[src/rtl/mips_wback.sv]
// mips_wback: write-back arbiter and long-latency scoreboard for the single
// write port of the 32-entry GPR file.
//
// Two result sources share the GPR write port:
//   - in-order pipeline results (pw_*). These have no backpressure and always
//     win arbitration.
//   - long-latency results (lw_*), e.g. mul/div. These are buffered in a small
//     FIFO and drained whenever the pipeline is not writing.
// The winning result is registered onto wr_en/wr_addr/wr_data.
//
// A 32-bit pending mask records destinations that are still owed a
// long-latency result. Decode uses busy_1/busy_2 to stall on them.
//
// Optional feature macro: MIPS_WBACK_FWD_EN
//   When defined, the write currently on wr_* is forwarded to decode through
//   fwd_n/fwd_data_n, and busy_n no longer covers that in-flight write.
//
// Handshake (long-op port):
//   - lw_ready depends only on buffer occupancy (never on lw_valid).
//   - A result is accepted on a posedge where lw_valid & lw_ready.
//   - lw_addr and lw_data are sampled on that same edge.
//   - The producer must hold its result while lw_valid & !lw_ready.
module mips_wback #(
  parameter int FIFO_DEPTH = 4,
  parameter int CNT_W      = 3
) (
  input  logic             clk,
  input  logic             rst,
  input  logic             pw_en,
  input  logic [4:0]       pw_addr,
  input  logic [31:0]      pw_data,
  input  logic             lw_valid,
  output logic             lw_ready,
  input  logic [4:0]       lw_addr,
  input  logic [31:0]      lw_data,
  input  logic             iss_en,
  input  logic [4:0]       iss_addr,
  input  logic [4:0]       rd_addr_1,
  input  logic [4:0]       rd_addr_2,
  output logic             busy_1,
  output logic             busy_2,
  output logic             wr_en,
  output logic [4:0]       wr_addr,
  output logic [31:0]      wr_data,
  output logic [CNT_W-1:0] lq_cnt
`ifdef MIPS_WBACK_FWD_EN
  ,
  output logic             fwd_1,
  output logic [31:0]      fwd_data_1,
  output logic             fwd_2,
  output logic [31:0]      fwd_data_2
`endif
);

  localparam int PTR_W = (FIFO_DEPTH > 1) ? $clog2(FIFO_DEPTH) : 1;

  localparam logic [PTR_W-1:0] PTR_ONE  = PTR_W'(1);
  localparam logic [CNT_W-1:0] CNT_ONE  = CNT_W'(1);
  localparam logic [CNT_W-1:0] CNT_ZERO = '0;
  localparam logic [CNT_W-1:0] CNT_FULL = CNT_W'(FIFO_DEPTH);

  // Long-op result buffer storage. It is not reset: occupancy is tracked by
  // the pointers and the count, so stale entries are never read.
  logic [4:0]       q_addr [FIFO_DEPTH];
  logic [31:0]      q_data [FIFO_DEPTH];
  logic [PTR_W-1:0] wr_ptr;
  logic [PTR_W-1:0] rd_ptr;

  logic [4:0]  head_addr;
  logic [31:0] head_data;
  logic        q_empty;
  logic        push;
  logic        pop;

  logic [31:0] pending;
  logic [31:0] pending_nxt;

  logic inflight_1;
  logic inflight_2;

  // Buffer status, handshake and arbitration decisions
  always_comb begin
    q_empty   = (lq_cnt == CNT_ZERO);
    lw_ready  = (lq_cnt != CNT_FULL);
    push      = lw_valid & lw_ready;
    // The pipeline has no backpressure, so the buffer only drains on idle
    // pipeline cycles.
    pop       = ~pw_en & ~q_empty;
    head_addr = q_addr[rd_ptr];
    head_data = q_data[rd_ptr];
  end

  // Buffer storage write on accepted long-op result
  always_ff @(posedge clk) begin
    if (push) begin
      q_addr[wr_ptr] <= lw_addr;
      q_data[wr_ptr] <= lw_data;
    end
  end

  // Buffer pointers and occupancy count. Pointers wrap naturally because
  // the depth is a power of two.
  always_ff @(posedge clk or posedge rst) begin
    if (rst) begin
      wr_ptr <= '0;
      rd_ptr <= '0;
      lq_cnt <= '0;
    end else begin
      if (push) wr_ptr <= wr_ptr + PTR_ONE;
      if (pop)  rd_ptr <= rd_ptr + PTR_ONE;
      // A simultaneous push and pop leaves the count unchanged.
      case ({push, pop})
        2'b10:   lq_cnt <= lq_cnt + CNT_ONE;
        2'b01:   lq_cnt <= lq_cnt - CNT_ONE;
        default: lq_cnt <= lq_cnt;
      endcase
    end
  end

  // Registered write port. The pipeline wins, then the buffer head.
  // When idle, address and data hold their last values.
  always_ff @(posedge clk or posedge rst) begin
    if (rst) begin
      wr_en   <= 1'b0;
      wr_addr <= '0;
      wr_data <= '0;
    end else if (pw_en) begin
      wr_en   <= 1'b1;
      wr_addr <= pw_addr;
      wr_data <= pw_data;
    end else if (pop) begin
      wr_en   <= 1'b1;
      wr_addr <= head_addr;
      wr_data <= head_data;
    end else begin
      wr_en   <= 1'b0;
    end
  end

  // Next pending mask
  always_comb begin
    pending_nxt = pending;
    // A popped result clears its pending bit.
    if (pop) pending_nxt[head_addr] = 1'b0;
    // A new issue to the same register overrides the pop clear, because the
    // new op supersedes the result being written back.
    if (iss_en && (iss_addr != 5'd0)) pending_nxt[iss_addr] = 1'b1;
    // r0 is hardwired zero and is never owed a result.
    pending_nxt[0] = 1'b0;
  end

  // Pending mask register
  always_ff @(posedge clk or posedge rst) begin
    if (rst) pending <= '0;
    else     pending <= pending_nxt;
  end

  // In-flight detection: the value on wr_* reaches the GPR file only at the
  // next edge, so a read of that register this cycle would see stale data.
  always_comb begin
    inflight_1 = wr_en & (wr_addr == rd_addr_1);
    inflight_2 = wr_en & (wr_addr == rd_addr_2);
  end

`ifdef MIPS_WBACK_FWD_EN
  // Hazards with forwarding: the in-flight write is bypassed, so only
  // pending long ops stall decode.
  always_comb begin
    busy_1     = (rd_addr_1 != 5'd0) & pending[rd_addr_1];
    busy_2     = (rd_addr_2 != 5'd0) & pending[rd_addr_2];
    fwd_1      = inflight_1 & (rd_addr_1 != 5'd0);
    fwd_2      = inflight_2 & (rd_addr_2 != 5'd0);
    fwd_data_1 = wr_data;
    fwd_data_2 = wr_data;
  end
`else
  // Hazards without forwarding: stall on pending long ops and on the write
  // that is still in flight to the GPR file.
  always_comb begin
    busy_1 = (rd_addr_1 != 5'd0) & (pending[rd_addr_1] | inflight_1);
    busy_2 = (rd_addr_2 != 5'd0) & (pending[rd_addr_2] | inflight_2);
  end
`endif

endmodule

[config.mk]
export PLATFORM = sky130hd
export DESIGN_NAME = mips_wback
export DESIGN_NICKNAME = d
export VERILOG_FILES = /design/src/rtl/mips_wback.sv
export SDC_FILE = /design/constraint.sdc
export NUM_CORES = 1
export LEC_CHECK = 0
export ABC_AREA = 1
export BUFFER_PORTS_ARGS = -buffer_cell sky130_fd_sc_hd__buf_2
export CORE_ASPECT_RATIO = 2
export CORE_MARGIN = 2
export CORE_UTILIZATION = 52
export DETAILED_ROUTE_END_ITERATION = 8
export MAX_ROUTING_LAYER = met4
export PLACE_DENSITY = 0.73
export SKIP_LAST_GASP = 1
export SLEW_MARGIN = 20
export SYNTH_ARGS = -nofsm -noshare
export SYNTH_HDL_FRONTEND = slang
export SYNTH_SLANG_ARGS = --single-unit
[constraint.sdc]
create_clock -name clk -period 7.6 [get_ports clk]
set_input_delay 1.14 -clock clk [delete_from_list [all_inputs] [get_ports clk]]
set_output_delay 1.14 -clock clk [all_outputs]
set_load 0.05 [all_outputs]
==> impl_metrics.py <==
metrics = {
    "outcome": {
        "status": "complete, no violations",
    },
    "clocking": {
        "cts_resized": 0,
        "cts_root_buf": "clkbuf_16",
        "ctsHoldBuffers": 0,
        "cts_buffers": 19,
        "cts_max_path_buffers": 3,
        "cts_tree": "done",
        "cts.clk_slew.worst_paths_ns": 0.07,
        "cts.htree.levels": 1,
        "cts_setup_buffers": 0,
        "clk_latency_ns": 0.49,
        "cts.sinks": 224,
    },
    "setup_path": {
        "end_kind": "output pin",
        "cp.required_ns": 6.46,
        "cp-start-kind": "primary input",
        "path_class": "primary input to output pin",
        "path_max_fanout": 19,
        "arrival_ns": 2.97,
    },
    "synthesis": {
        "yosys-top-cells-count": "edfxtp_1, nand2_1, nor2_1, o21ai_0, dfrtp_1",
        "synth.most_common_cell": "edfxtp_1",
        "ys_dominant_reg_cell": "edfxtp_1",
        "netlist_area_sq_um": 9910,
        "syn_avg_cell_area_sq_um": 10.3,
        "yosys.area.top_type_share_pct": 44.9,
        "yosys-top-cells-area": "edfxtp_1, dfrtp_1, o21ai_0, nand2_1, nor2_1",
        "yosys_warnings": 0,
        "yosys_register_bits": 224,
        "syn_nets": 1058,
        "synthCells": 958,
        "synth_edf_count": 148,
        "synth_area_leader_cell": "edfxtp_1",
        "ys_seq_area_share_pct": 64.1,
        "synth.distinct_cells": 33,
        "async_flop_share_pct": 33.9,
    },
    "routing": {
        "firstDrtPassIters": 7,
        "post_drt_wl_per_cell_um": 18.9,
        "drt_iter0_markers": 673,
        "viasPerCell": 5.65,
        "final_antenna_net_count": 0,
        "route.vias.total": 7622,
        "routed_wirelength_um": 25400,
        "drc": 0,
    },
    "finish": {
        "post-route-util_pct": 60.6,
        "drive_gt1_share_pct": 21.0,
        "final_net_count": 1177,
        "area_delta_synth_final_pct": 14.7,
    },
    "global_route": {
        "grt.overflow.total": 0,
        "grt_pass1_vias": 7702,
        "met2_usage_pct": 49.1,
        "grt_util_met1_pct": 25.9,
        "grt_max_degree": 76,
        "met3_usage_pct": 3.15,
        "grt_pass1_wl_um": 39200,
        "antenna_found_initial": 2,
        "grtUsageTotal_pct": 26.3,
        "top_usage_layer": "met2",
    },
    "floorplanning": {
        "die_w_um": 102,
        "core-area_sq_um": 18700,
        "initial_core_util_pct": 52.9,
        "rows": 71,
        "dieArea_sq_um": 20200,
        "fp.dieH_um": 199,
        "ios": 138,
    },
    "place": {
        "gp_congestion": 0.941,
        "io_buffers": 137,
        "dp_hpwl_um": 17300,
    },
    "sta": {
        "maxSlewViolCount": 0,
        "fmax_ghz": 0.243,
        "fin_setup_tns_ns": 0,
        "setup_viol": 0,
        "tightest_slew_ns": 0.887,
        "rsz0062_at_grt": "false",
        "hold_slack_ns": 0.491,
        "timing.final.crit_share_pct": 54.1,
        "hold_violations": 0,
        "finalCriticalPeriod_ns": 4.11,
        "finalClockSkew_ns": 0.0117,
        "slew_headroom_pct": 40.8,
    },
    "power_and_ir_drop": {
        "ir_drop_uv": 315,
        "powerDensity_nw_per_um2": 406,
        "p_leak_uw": 0.00453,
    },
    "job": {
        "drv_cap": 0,
    },
    "min_path": {
        "min_path_type": "flip-flop to flip-flop",
    },
}
## registers in the layout, indices dropped and copies added (netlist names)
register / cells
lq_cnt: 3
pending: 31
q_addr: 20
q_data: 128
rd_ptr: 2
wr_addr: 5
wr_data: 32
wr_en: 1
wr_ptr: 2
## cell usage in the layout (no fill, tap or decap), types with 9 or more instances in the layout
| cell type | synthesis | final |
|---|---|---|
| buf_4 | 4 | 9 |
| o22ai_1 | 46 | 46 |
| nand2_1 | 147 | 147 |
| inv_1 | 66 | 64 |
| nand3_2 | 10 | 10 |
| o21ai_0 | 117 | 117 |
| edfxtp_1 | 148 | 148 |
| nor2_1 | 118 | 114 |
| buf_2 | 19 | 137 |
| nand2_2 | 16 | 16 |
| nand3_1 | 49 | 49 |
| o21ai_1 | 62 | 62 |
| dfrtp_1 | 76 | 75 |
| clkbuf_16 | 0 | 19 |
## worst paths after layout
kind	startpoint	endpoint	slack, ns	depth (start not counted)
max in group asynchronous	rst	rd_ptr[0]	5.86	3
min	wr_data[2]	wr_data[2]	0.49	2
min reg2reg	wr_data[2]	wr_data[2]	0.49	2
min in group asynchronous	rst	wr_data[30]	0.65	2
max	rd_addr_1[0]	busy_1	3.49	12
max reg2reg	lq_cnt[0]	lq_cnt[2]	5.27	9
## cell type report
cell class	count	area, sq um
clock buffer	23	520
fill	1576	7380
sequential	224	6350
antenna	3	7.51
inverter	72	274
clock inverter	11	61.3
timing repair buffer	146	753
tap	255	319
multi-input combinational	614	3080
## where the power goes
| group | internal [uW] | switching (uW) | leakage (uW) |
|---|---|---|---|
| Clock | 491 | 418 | 0.000280 |
| Combinational | 480 | 1400 | 0.00201 |
| Sequential | 1670 | 155 | 0.00224 |
| Total | 2640 | 1970 | 0.00453 |
## worst max-delay path, cell delays in order
cell	delay, ns
buf_2	0.30
inv_1	0.29
nor2_1	0.35
nand2_1	0.08
nand3_1	0.09
nand3_1	0.07
nand2_1	0.15
nand2_1	0.08
nand3_1	0.08
nand2_1	0.05
inv_1	0.05
buf_2	0.25
## kinds of logic after synthesis
logic type / Yosys count / synth area share, %
XOR/XNOR: 4 / 0.354
buffers and inverters: 120 / 5.19
flip-flops: 224 / 64.1
AND/OR/NAND/NOR: 357 / 16.0
AO/OA/AOI/OAI: 247 / 13.6
adder cells (fa/ha/maj): 6 / 0.834
## through the flow
stage / setup slack [ns] / cell area, sq um / instances / total power, uW
detailed placement: 3.55 / 10800 / 1311 / 3730
global route: 3.38 / 11400 / 1347 / 4890
CTS: 3.55 / 11400 / 1345 / 4630
global placement: 3.18 / 10800 / 1311 / 3680
finish: 3.49 / 11400 / 1348 / 4620
floorplan: 4.11 / 9910 / 958 / 3220
## metal layers
layer	share of wire, %	vias to the layer above
met2	58	294
li1	-	3572
met4	4.6	0
met3	4.8	85
met1	33	3671
met5	0	-
Note: power is estimated with default switching activity, not from simulation.
